## src/rtl/mem_arbiter_pkg.sv

```systemverilog
// Shared definitions for the memory arbiter: data-operation codes used by the
// execute stage and the arbiter FSM state encoding.
package mem_arbiter_pkg;

    localparam logic [7:0] MEM_NOP = 8'd0;
    localparam logic [7:0] MEM_LB  = 8'd1;
    localparam logic [7:0] MEM_LW  = 8'd2;
    localparam logic [7:0] MEM_SB  = 8'd3;
    localparam logic [7:0] MEM_SW  = 8'd4;

    typedef enum logic [1:0] {
        ST_IDLE = 2'd0,
        ST_BUSY = 2'd1,
        ST_DONE = 2'd2
    } arb_state_t;

    // Word-sized accesses must be word aligned; byte accesses never fault.
    function automatic logic is_word_op(input logic [7:0] op);
        return (op == MEM_LW) || (op == MEM_SW);
    endfunction

    function automatic logic is_store_op(input logic [7:0] op);
        return (op == MEM_SB) || (op == MEM_SW);
    endfunction

endpackage

```

## src/rtl/mem_lane.sv

```systemverilog
// Byte-lane handling for one SRAM word: load extraction (sign-extended byte
// or full word) and store lane replication with byte enables.
module mem_lane
    import mem_arbiter_pkg::*;
(
    input  logic [7:0]  op,
    input  logic [1:0]  byte_sel,
    input  logic [31:0] store_data,
    input  logic [31:0] sram_word,
    output logic [3:0]  be,
    output logic [31:0] wdata,
    output logic [31:0] load_data
);

    logic [31:0] shifted;

    // Select lanes and shape data according to the latched operation.
    always_comb begin
        be        = 4'b1111;
        wdata     = store_data;
        load_data = sram_word;
        shifted   = sram_word >> {byte_sel, 3'b000};
        case (op)
            MEM_LB: begin
                load_data = {{24{shifted[7]}}, shifted[7:0]};
            end
            MEM_SB: begin
                be        = 4'b0001 << byte_sel;
                wdata     = {4{store_data[7:0]}};
                load_data = 32'd0;
            end
            MEM_SW: begin
                load_data = 32'd0;
            end
            default: ;
        endcase
    end

endmodule

```

## src/rtl/mem_arbiter.sv

```systemverilog
// Single-port SRAM arbiter between instruction fetch and data access.
// Data requests have fixed priority. Each access is IDLE -> BUSY -> DONE,
// with DONE acting as a one-cycle bus turnaround before the next grant.
// Handshake: a requester holds its request (if_req high / d_op non-NOP) with
// stable address and data until its one-cycle ack pulse; the arbiter latches
// everything at grant, so later request changes do not affect the access.
module mem_arbiter
    import mem_arbiter_pkg::*;
#(
    parameter int ACC_CYCLES = 2
) (
    input  logic        clk,
    input  logic        rst,
    input  logic        if_req,
    input  logic [31:0] if_addr,
    output logic        if_ack,
    output logic [31:0] if_rdata,
    input  logic [7:0]  d_op,
    input  logic [31:0] d_addr,
    input  logic [31:0] d_wdata,
    output logic        d_ack,
    output logic [31:0] d_rdata,
    output logic        d_err,
    output logic        sram_ce,
    output logic        sram_we,
    output logic [3:0]  sram_be,
    output logic [19:0] sram_addr,
    output logic [31:0] sram_wdata,
    input  logic [31:0] sram_rdata,
    output logic        stall_o,
    output logic [1:0]  state_dbg
);

    localparam logic [3:0] CNT_LOAD = 4'(ACC_CYCLES - 1);

    arb_state_t  state;
    arb_state_t  next_state;
    logic [3:0]  cnt;
    logic [7:0]  op_q;
    logic [31:0] addr_q;
    logic [31:0] wdata_q;
    logic [31:0] rdata_q;
    logic        data_q;
    logic        err_q;

    logic        data_req;
    logic        grant;
    logic [7:0]  gnt_op;
    logic [31:0] gnt_addr;
    logic        gnt_mis;

    logic [3:0]  lane_be;
    logic [31:0] lane_wdata;
    logic [31:0] lane_load;

    // A fetch is carried internally as a word load so the lane logic and the
    // alignment check treat it exactly like LW.
    always_comb begin
        data_req = (d_op != MEM_NOP);
        grant    = data_req || if_req;
        gnt_op   = data_req ? d_op : MEM_LW;
        gnt_addr = data_req ? d_addr : if_addr;
        gnt_mis  = is_word_op(gnt_op) && (gnt_addr[1:0] != 2'b00);
    end

    mem_lane u_lane (
        .op         (op_q),
        .byte_sel   (addr_q[1:0]),
        .store_data (wdata_q),
        .sram_word  (sram_rdata),
        .be         (lane_be),
        .wdata      (lane_wdata),
        .load_data  (lane_load)
    );

    // State register plus latched transaction and access counter.
    always_ff @(posedge clk) begin
        if (rst) begin
            state   <= ST_IDLE;
            cnt     <= 4'd0;
            op_q    <= MEM_NOP;
            addr_q  <= 32'd0;
            wdata_q <= 32'd0;
            rdata_q <= 32'd0;
            data_q  <= 1'b0;
            err_q   <= 1'b0;
        end else begin
            state <= next_state;
            case (state)
                ST_IDLE: begin
                    if (grant) begin
                        op_q    <= gnt_op;
                        addr_q  <= gnt_addr;
                        wdata_q <= d_wdata;
                        data_q  <= data_req;
                        err_q   <= gnt_mis;
                        rdata_q <= 32'd0;
                        cnt     <= CNT_LOAD;
                    end
                end
                ST_BUSY: begin
                    if (cnt == 4'd0) begin
                        rdata_q <= lane_load;
                    end else begin
                        cnt <= cnt - 4'd1;
                    end
                end
                default: ;
            endcase
        end
    end

    // Next-state selection and all combinational outputs.
    always_comb begin
        next_state = state;
        sram_ce    = 1'b0;
        sram_we    = 1'b0;
        sram_be    = 4'b0000;
        sram_addr  = addr_q[21:2];
        sram_wdata = lane_wdata;
        if_ack     = 1'b0;
        d_ack      = 1'b0;
        case (state)
            ST_IDLE: begin
                if (grant) begin
                    next_state = gnt_mis ? ST_DONE : ST_BUSY;
                end
            end
            ST_BUSY: begin
                sram_ce = 1'b1;
                sram_we = is_store_op(op_q);
                sram_be = lane_be;
                if (cnt == 4'd0) begin
                    next_state = ST_DONE;
                end
            end
            ST_DONE: begin
                if_ack     = !data_q;
                d_ack      = data_q;
                next_state = ST_IDLE;
            end
            default: next_state = ST_IDLE;
        endcase
        d_err     = d_ack && err_q;
        if_rdata  = if_ack ? rdata_q : 32'd0;
        d_rdata   = d_ack ? rdata_q : 32'd0;
        stall_o   = (if_req || data_req) && !(if_ack || d_ack);
        state_dbg = state;
    end

endmodule

```

## config.mk

```make
export PLATFORM = sky130hd
export DESIGN_NAME = mem_arbiter
export DESIGN_NICKNAME = d
export VERILOG_FILES = /design/src/rtl/mem_arbiter_pkg.sv /design/src/rtl/mem_lane.sv /design/src/rtl/mem_arbiter.sv
export SDC_FILE = /design/constraint.sdc
export NUM_CORES = 1
export LEC_CHECK = 0
export BUFFER_PORTS_ARGS = -buffer_cell sky130_fd_sc_hd__buf_2
export CORE_MARGIN = 4
export CORE_UTILIZATION = 38
export CTS_CLUSTER_DIAMETER = 60
export DETAILED_ROUTE_END_ITERATION = 8
export GPL_ROUTABILITY_DRIVEN = 0
export GPL_TIMING_DRIVEN = 0
export HOLD_SLACK_MARGIN = 0.05
export PLACE_DENSITY = 0.79
export SLEW_MARGIN = 20
export SYNTH_ARGS = -nofsm -noshare
export SYNTH_HDL_FRONTEND = slang
export SYNTH_SLANG_ARGS = --single-unit
```

## constraint.sdc

```tcl
create_clock -name clk -period 4.7 [get_ports clk]
set_input_delay 0.47 -clock clk [delete_from_list [all_inputs] [get_ports clk]]
set_output_delay 0.47 -clock clk [all_outputs]
set_load 0.05 [all_outputs]
```

Word level (Yosys, flattened, before mapping). Cells that the tools add are included.

Bits in registers: 102. Bits of input ports: 139. Output and inout bits: 128. Logic and storage cells: 62.

Add/subtract/negate cells: 1. Eq/ne operators: 10. Shift operators: 2. Multiplexer cells: 22. Reductions and logical operators: 19.

Operator list (number): $mux W32 (5); $pmux W32 S2 (2); $shr A32 B5 Y8 (1); $mux W22 (1); $eq A8 B2 Y1 const B (2); $eq A8 B3 Y1 const B (2); $mux W4 (4); $eq A8 B1 Y1 const B (1); $mux W8 (1); $pmux W4 S2 (1); $reduce_bool A8 Y1 (1); $mux W2 (3); $ne A2 B2 Y1 const B (3); $reduce_and A3 Y1 (2); $logic_not A4 Y1 (1); $logic_or A1 B1 Y1 (4); $mux W1 (4); $pmux W2 S2 (1); $reduce_and A2 Y1 (2); $reduce_bool A2 Y1 (2); $shl A1 B2 Y4 const A (1); $sub A4 B1 Y4 const B (1); $logic_and A1 B1 Y1 (3); $eq A2 B1 Y1 const B (1); other kinds (4) (5).

Depth between registers and ports, before layout. Gate-level depths: netlist of the first run.

Word-level depth: 8. Mapped depth: 7. Gate-level depth less buffers: 6.

Modules after synthesis. From an unflattened synthesis of the first run, not the netlist that was laid out.

Cell total of the unflattened synthesis: 663. Area, all modules: 5659.2 sq um.

By module, submodules not included: mem_arbiter (times used 1, cells each 540, area each 4643.2 sq um); mem_lane (times used 1, cells each 123, area each 1016.0 sq um).

Worst setup path after synthesis of the first run. OpenSTA, ideal clock, no wires.

Kind: flip-flop to output port. From: register state[0], in the netlist state_dbg[0]. To: output port sram_we. Arrival: 3.441 ns. Path slack: 0.789 ns. Cell stages (with the launch flop): 4. Path through: dfxtp_1 -> nand2b_1 -> clkbuf_1 -> a2111oi_0.

Longest elaborated chain between the ends: 2.

Ends and longest elaborated chain: from (decl) (line mem_arbiter.sv:36) `arb_state_t state;`; from (signal assigned) (line mem_arbiter.sv:88) `state <= next_state;`; $eq A2 B1 Y1 (line mem_arbiter.sv:123) `case (state)`; $mux W1 (line mem_arbiter.sv:123); to (decl) (line mem_arbiter.sv:25) `output logic sram_we,`.

Every way passes these cells.

Worst setup path in the final report of the first run.
From: register state[1], in the netlist state_dbg[1]. To: output port if_rdata[15].

Longest elaborated chain between the ends: 3.

Ends and longest elaborated chain: $eq A2 B2 Y1 (line mem_arbiter.sv:123); $mux W1 (line mem_arbiter.sv:123); $mux W32 (line mem_arbiter.sv:145) `if_rdata = if_ack ? rdata_q : 32'd0;`; to (decl) (line mem_arbiter.sv:17) `output logic [31:0] if_rdata,`.

Every way passes these cells.

==> implementation parameters, run 1 <==
Parameter                              Value

Clock tree
  Setup bufs post-CTS    0
  TritonCTS clock tree    yes
  Clock latency at the later pin of the worst-skew pair    340 ps
  Post-CTS Hold Fix Bufs    0
  Number of cells upsized or downsized after cts    0
  Number of sinks on the clock net    102
  Number of buffers created by CTS    9
  Clock-pin slew of the registers on the worst-case setup and hold paths    70 ps
  Clock tree buffer depth    2
  H-tree lvl count    3
  Clock root cell    clkbuf_16

Cells and area
  Proportion of layout cells with a drive suffix above 1    33.9%
  Multi-input logic area    2760 sq um
  Filler instances    1331
  Footprint of the flip-flops and latches    2040 sq um
  Synth-to-layout area growth    33.2%
  Number of nets in the layout    1079
  Leading cell types in the layout, fill and taps excluded    257 x buf_2, 171 x nand2_1, 102 x dfxtp_1
  Commonest non-fill, non-tap cell in the layout    buf_2
  Number of inserted diodes    0

Worst setup path
  Top fanout value on the critical path    10
  CP peak stage delay    880 ps
  Setup CP Type    reg2out
  Cell-by-cell listing of the critical path    nor3b_1 > clkbuf_1 > and2_1 > buf_2
  CP startpoint kind    flip-flop
  Crit path required time    4230 ps
  CP max stage cell    nor3b_1
  Worst R2R Path Depth    7
  Critical Path Sink Type    output pin
  Arrival time at the worst endpoint    2370 ps

Global route
  Gr ovfl total    0
  First-pass GRT wire length    27200 microns
  Initial antenna violation count    1
  Number of global-route vias before repair    5290
  Maximum number of pins on one net before global-route repair    16
  Global-route usage over all layers    21.0%

Drt
  Post-route ant nets    0
  Detailed-router iteration count before antenna repair    5
  Routed wirelength normalized by instance count    15.4 microns
  Highest signal layer in the routed design    met5
  Total via count after detailed routing    5560
  DRC marker count from the first detailed-route iteration    338
  Met2 layer wire length in the routed design    8070 microns
  Vias per inst    4.97
  Post-detailed-routing wire length    17300 microns
  Metal-1 WL    7510 microns
  Drc violations    0
  Routed length on met3    1320 microns

STA
  Max-slew violation count    0
  Portion of the clock cycle consumed by the worst path in the final layout    60.5%
  Max_slew headroom    28.7%
  Clk_skew    10.5 ps
  Sum Neg Setup Slack    0 ps
  Final setup slack of the worst path    1860 ps
  Slew at the pin closest to its max-slew limit    1070 ps
  Final-report setup violation count    0
  Final Hold Vio Count    0
  Min cycle time layout    2840 ps
  RSZ-0062 raised after global routing    no
  Max Clock Freq    352 MHz

Die
  Die Outline Area    15800 sq um
  Height of the die    126 microns
  I/O pin count    267
  Initial Util    39.4%
  Number of rows in the core area    42
  Chip width    126 microns
  Core area    13400 sq um

Logic synthesis
  Dominant synthesized flop cell    dfxtp_1
  Cell area after synthesis    5280 sq um
  Synth async-reset ratio    0%
  Cell accounting for the most synthesized area    dfxtp_1
  Synthesis-stage register bit count    102
  Average cell area after synthesis    7.74 sq um
  Count of synthesis-stage warnings from yosys    0
  Top cells by area, synth    dfxtp_1 39%, nand2_1 12%, o2bb2ai_1 9.0%
  Number of distinct library cell variants in the gate-level netlist after synthesis    49
  Instance count of the mapped netlist    682
  Top cell type's share of synthesized area    38.7%
  Seq/Total Area, Yosys    38.7%
  Nets in the synthesized netlist    823
  Number of synthesized flops with an enable pin    0

Placed design
  Half-perimeter wire length after placement    13800 microns
  IO Port Bufs    245
  Worst slack, placed    1960 ps

Power and ir drop
  Peak supply drop    0.199 mV
  Overall Power    0.00334 W
  Pwr dens    475 nW/um^2
  Total leakage power    3.42 nW

Min path
  Count of cells along the worst hold path    3
  Type of the worst min-delay path    in2reg

Outcome
  Outcome    finished, final reports clean

Run
  Count of maximum capacitance violations    0
-- worst max-delay path, delay by kind of cell, from the launching register on --
kind                   cells  cell delay, ps
DFF                        1             390
and+or+nand+nor            2            1060
buffers and inverters      2             590
-- cell families after synthesis --
family                   share of synthesized area [%]
multiplexers                                      1.75
buffers and inverters                             9.10
adder cells (fa/ha/maj)                          0.474
flip-flops                                        38.7
AO/OA/AOI/OAI                                     19.9
XOR/XNOR                                         0.332
AND/OR/NAND/NOR                                   29.8
-- path summary, 6_finish.rpt --
kind	start	endpoint	slack, ps
setup / recovery	state_dbg[1]	if_rdata[15]	1860
hold / removal	d_wdata[6]	wdata_q[6]	370
setup reg to reg	cnt[1]	rdata_q[26]	2420
hold reg to reg	err_q	err_q	450
-- layout make-up --
cell class	instances	share of cell area, %
Buffer	79	6.56
Clock buffer	11	3.31
Sequential cell	102	29.0
Multi-Input combinational cell	496	39.2
Timing Repair Buffer	245	17.4
Inverter	5	0.267
Clock inverter	4	1.03
Tap cell	176	3.13
-- power by group --
group          internal, W  switching [W]  total (W)
Sequential         0.00103       0.000115    0.00114
Clock             0.000464       0.000319   0.000783
Combinational     0.000429       0.000986    0.00142
Total              0.00192        0.00142    0.00334
-- synthesized netlist by cell type (5+ instances only) --
| cell type | count |
|---|---|
| nand2_1 | 171 |
| dfxtp_1 | 102 |
| and2_1 | 67 |
| a21oi_1 | 66 |
| o2bb2ai_1 | 54 |
| nor2_1 | 35 |
| buf_4 | 30 |
| clkbuf_1 | 29 |
| nor3_1 | 29 |
| buf_2 | 12 |
| nand2b_1 | 10 |
| o21ai_0 | 9 |
| a31oi_1 | 7 |
| mux2i_1 | 7 |
| buf_6 | 5 |
| inv_1 | 5 |
-- metal layers --
layer / GRT usage (%) / vias up
met4: 6.94 / 2
met2: 34.4 / 213
met1: 27.5 / 2529
li1: - / 2789
met3: 4.70 / 27
met5: 0 / -
-- state kept, by name (all words and copies together) (netlist names) --
register and flops:
wdata_q 32, op_q 8, rdata_q 32, state_dbg 2, err_q 1, data_q 1
cnt 4, addr_q 22
-- metrics by stage --
stage | util, % | hold slack [ps] | area (sq um) | std cells
global route | 52.5 | 364 | 7030 | 1118
floorplan | - | 432 | 5280 | 682
global placement | 50.2 | 442 | 6730 | 1103
CTS | 52.5 | 354 | 7030 | 1118
finish | 52.5 | 366 | 7030 | 1118
detailed placement | 50.2 | 447 | 6730 | 1103
Power figures use the tool's default switching activity.
==> inputs of run 2 (changes only) <==
--- a/config.mk
+++ b/config.mk
@@ -5,6 +5,7 @@
 export SDC_FILE = /design/constraint.sdc
 export NUM_CORES = 1
 export LEC_CHECK = 0
+export ABC_AREA = 1
 export BUFFER_PORTS_ARGS = -buffer_cell sky130_fd_sc_hd__buf_2
 export CORE_MARGIN = 4
 export CORE_UTILIZATION = 38
@@ -13,7 +14,7 @@
 export GPL_ROUTABILITY_DRIVEN = 0
 export GPL_TIMING_DRIVEN = 0
 export HOLD_SLACK_MARGIN = 0.05
-export PLACE_DENSITY = 0.79
+export PLACE_DENSITY = 0.8
 export SLEW_MARGIN = 20
 export SYNTH_ARGS = -nofsm -noshare
 export SYNTH_HDL_FRONTEND = slang
==> constraint.sdc (replaced) <==
create_clock -name clk -period 2.6 [get_ports clk]
set_input_delay 0.26 -clock clk [delete_from_list [all_inputs] [get_ports clk]]
set_output_delay 0.26 -clock clk [all_outputs]
set_load 0.05 [all_outputs]
==> implementation parameters, run 2 <==
Parameter                              Value

Die
  Die Outline Area    16700 sq um (was 15800 sq um)
  I/O pin count    267 (unchanged)
  Chip width    129 microns (was 126 microns)
  Height of the die    129 microns (was 126 microns)
  Number of rows in the core area    43 (was 42)
  Core area    14100 sq um (was 13400 sq um)
  Initial Util    39.5% (was 39.4%)

Logic synthesis
  Basic-gate share of the synthesized area counting and, or, nand and nor cells    32.6% (was 29.8%)
  Largest family of logic cells by synthesized area    simple AND/OR/NAND/NOR gates (unchanged)
  Mux share of post-synthesis cell area    0% (was 1.75%)
  Top cells by area, synth    dfxtp_1 37%, nor2_1 11%, nand2_1 11% (was dfxtp_1 39%, nand2_1 12%, o2bb2ai_1 9.0%)
  Count of synthesis-stage warnings from yosys    0 (unchanged)
  Number of distinct library cell variants in the gate-level netlist after synthesis    26 (was 49)
  Commonest cells post-synth    164 x nor2_1, 161 x nand2_1, 102 x dfxtp_1 (was 171 x nand2_1, 102 x dfxtp_1, 67 x and2_1)
  Post-synthesis share of cell area spent on full adders, half adders and majority gates    0.449% (was 0.474%)
  Share of the synthesized area in compound gates (AO/OA/AOI/OAI)    16.1% (was 19.9%)
  Cell area after synthesis    5570 sq um (was 5280 sq um)
  Nets in the synthesized netlist    999 (was 823)
  Average cell area after synthesis    6.49 sq um (was 7.74 sq um)
  Synthesis-stage register bit count    102 (unchanged)
  Cell accounting for the most synthesized area    dfxtp_1 (unchanged)
  Cell with the most instances after synthesis    nor2_1 (was nand2_1)
  Instance count of the mapped netlist    858 (was 682)
  Dominant synthesized flop cell    dfxtp_1 (unchanged)
  Top cell type's share of synthesized area    36.7% (was 38.7%)
  Xor/xnor cell area share of the yosys netlist    0.157% (was 0.332%)
  Synth async-reset ratio    0% (unchanged)
  Seq/Total Area, Yosys    36.7% (was 38.7%)
  Number of synthesized flops with an enable pin    0 (unchanged)

Worst setup path
  Family with the most delay on the worst path    simple AND/OR/NAND/NOR gates (unchanged)
  CP max stage cell    dfxtp_1 (was nor3b_1)
  CP peak stage delay    360 ps (was 880 ps)
  Critical Path Sink Type    output pin (unchanged)
  Worst R2R Path Depth    9 (was 7)
  Worst Path Buf+Inv    3 (was 2)
  Cell-by-cell listing of the critical path    nand2_1 > inv_1 > nand2_1 > nor2_1 > clkbuf_2 > nand2_1 > nand2_1 > buf_2 (was nor3b_1 > clkbuf_1 > and2_1 > buf_2)
  Setup slack of the worst register-to-register path    800 ps (was 2420 ps)
  Dominant cell type by count on the critical path    nand2_1
  Crit path required time    2340 ps (was 4230 ps)
  Endpoint of the worst-slack reg-to-reg timing path    rdata_q[22] (was rdata_q[26])
  Arrival time at the worst endpoint    2160 ps (was 2370 ps)
  Top fanout value on the critical path    10 (unchanged)
  CP startpoint kind    flip-flop (unchanged)
  Worst r2r src    op_q[1] (was cnt[1])
  Setup CP Type    reg2out (unchanged)

Drt
  Highest signal layer in the routed design    met4 (was met5)
  Metal-1 WL    7700 microns (was 7510 microns)
  Routed length on met3    1590 microns (was 1320 microns)
  Met2 layer wire length in the routed design    8920 microns (was 8070 microns)
  Drc violations    0 (unchanged)
  Routed wirelength normalized by instance count    14.4 microns (was 15.4 microns)
  Post-detailed-routing wire length    18800 microns (was 17300 microns)
  Vias per inst    4.94 (was 4.97)
  DRC marker count from the first detailed-route iteration    449 (was 338)
  Post-route ant nets    0 (unchanged)
  Total via count after detailed routing    6414 (was 5560)
  Detailed-router iteration count before antenna repair    5 (unchanged)

Power and ir drop
  Sequential share of power    34.2% (about the same)
  Total leakage power    3.80 nW (was 3.42 nW)
  Psw    0.00255 W (was 0.00142 W)
  Pwr dens    774 nW/um^2 (was 475 nW/um^2)
  Sw Share    44.1% (was 42.5%)
  Peak supply drop    0.591 mV (was 0.199 mV)
  Comb pwr share    42.9% (was 42.3%)
  Clock share of power    22.9% (was 23.4%)
  Internal power summed over all cells    0.00323 W (was 0.00192 W)

STA
  RSZ-0062 raised after global routing    no (unchanged)
  Final setup slack of the worst path    183 ps (was 1860 ps)
  Max_slew headroom    58.8% (was 28.7%)
  Post-route worst hold slack    129 ps (was 366 ps)
  Clk_skew    11.7 ps (was 10.5 ps)
  Slew at the pin closest to its max-slew limit    618 ps (was 1070 ps)
  Portion of the clock cycle consumed by the worst path in the final layout    93.0%
  Sum Neg Setup Slack    0 ps (unchanged)
  Max-slew violation count    0 (unchanged)
  Final-report setup violation count    0 (unchanged)
  Min cycle time layout    2420 ps
  Max Clock Freq    414 MHz
  Final Hold Vio Count    0 (unchanged)

Clock tree
  Clock tree buffer depth    2 (unchanged)
  TritonCTS clock tree    yes (unchanged)
  Number of sinks on the clock net    102 (unchanged)
  Setup bufs post-CTS    0 (unchanged)
  Clock latency at the later pin of the worst-skew pair    350 ps (was 340 ps)
  Number of cells upsized or downsized after cts    1 (was 0)
  Clock-pin slew of the registers on the worst-case setup and hold paths    80 ps (was 70 ps)
  Clock root cell    clkbuf_16 (unchanged)
  H-tree lvl count    3 (unchanged)
  Number of buffers created by CTS    9 (unchanged)
  Post-CTS Hold Fix Bufs    0 (unchanged)

Cells and area
  Largest registers    rdata_q x32, wdata_q x32, addr_q x22 (unchanged)
  Commonest non-fill, non-tap cell in the layout    buf_2 (unchanged)
  Leading cell types in the layout, fill and taps excluded    255 x buf_2, 161 x nand2_1, 102 x nor2_1, 102 x dfxtp_1, 81 x nand3_1 (was 257 x buf_2, 171 x nand2_1, 102 x dfxtp_1)
  Number of inserted diodes    0 (unchanged)
  Core utilization of the finished layout    53.0% (was 52.5%)
  Non-filler instance count after layout    1299 (was 1118)
  Multi-input logic area    2900 sq um (was 2760 sq um)
  Synth-to-layout area growth    34.2% (was 33.2%)
  Proportion of layout cells with a drive suffix above 1    34.3% (was 33.9%)
  Footprint of the flip-flops and latches    2040 sq um (unchanged)
  Filler instances    1439 (was 1331)
  Number of nets in the layout    1255 (was 1079)

Global route
  Maximum number of pins on one net before global-route repair    20 (was 16)
  Gr ovfl total    0 (unchanged)
  First-pass GRT wire length    29800 microns (was 27200 microns)
  Number of global-route vias before repair    6174 (was 5290)
  Global-route usage over all layers    22.4% (was 21.0%)
  Initial antenna violation count    0 (was 1)

Outcome
  Outcome    finished, final reports clean (unchanged)

Min path
  Type of the worst min-delay path    in2reg (unchanged)
  Origin of the worst min-delay path    d_wdata[26] (was d_wdata[6])
  Hold Crit Endpoint    wdata_q[26] (was wdata_q[6])
  Count of cells along the worst hold path    3 (unchanged)

Placed design
  IO Port Bufs    245 (unchanged)
  Worst slack, placed    383 ps (was 1960 ps)
  Half-perimeter wire length after placement    15000 microns (was 13800 microns)
  Placed cell count    1283 (was 1103)

Run
  Count of maximum capacitance violations    0 (unchanged)
-- run 2: changes by cell type in the layout (fill, tap and decap cells not counted), sizes merged, moves of 20 or more --
cell | before | now
nor2 | 37 | 168
inv | 5 | 86
nand3 | 2 | 83
o21ai | 10 | 79
and2 | 67 | 0
o2bb2ai | 54 | 0
nor3 | 30 | 0
o211a | 0 | 20
-- run 2: logic make-up (layout without fill, tap and decap cells) --
group	count (synthesis)	in the layout
and+or+nand+nor	430	430
adders and majority gates	2	2
xor gates and xnor gates	1	1
DFF	102	102
buffers and inverters	166	427
AOI/OAI and AO/OA	157	157
-- run 2: worst max path at each step --
stage,cells after the start,start,to
after floorplan,7,state_dbg[1],d_rdata[10]
after global placement,8,op_q[1],sram_wdata[30]
after detailed placement,8,op_q[1],sram_wdata[30]
after CTS,8,state_dbg[1],d_rdata[9]
after global routing,8,op_q[1],sram_wdata[30]
final,8,op_q[1],sram_wdata[30]
-- run 2: worst min-delay path, stage by stage --
cell	delay, ps
buf_2	80
nor2_1	30
nor2_1	80
-- run 2: power by group through the flow --
stage / Sequential, W / Combinational, W / Clock (W)
2_1_floorplan: 0.00198 / 0.00186 / 0
3_3_place_gp: 0.00200 / 0.00245 / 0
3_5_place_dp: 0.00201 / 0.00248 / 0
4_1_cts: 0.00197 / 0.00249 / 0.00137
5_1_grt: 0.00201 / 0.00272 / 0.00141
6_report: 0.00198 / 0.00248 / 0.00133
-- run 2: stage by stage --
step                power (W)  instance area [sq um]
floorplan             0.00385                   5720
detailed placement    0.00449                   7180
global route          0.00614                   7470
global placement      0.00445                   7180
CTS                   0.00583                   7460
finish                0.00579                   7470
-- run 2: cell type report --
cell class	count	area share (%)
buffer	85	6.46
clock inverter	6	0.787
timing repair buffer	245	16.4
multi-input combinational	590	38.9
clock buffer	10	3.06
tap	180	3.01
inverter	81	4.07
sequential	102	27.3
-- run 2: per-layer routing --
layer / track usage, % / vias up
met3: 6.47 / 42
li1: - / 3221
met5: 0 / -
met4: 7.23 / 0
met2: 38.5 / 271
met1: 26.9 / 2880
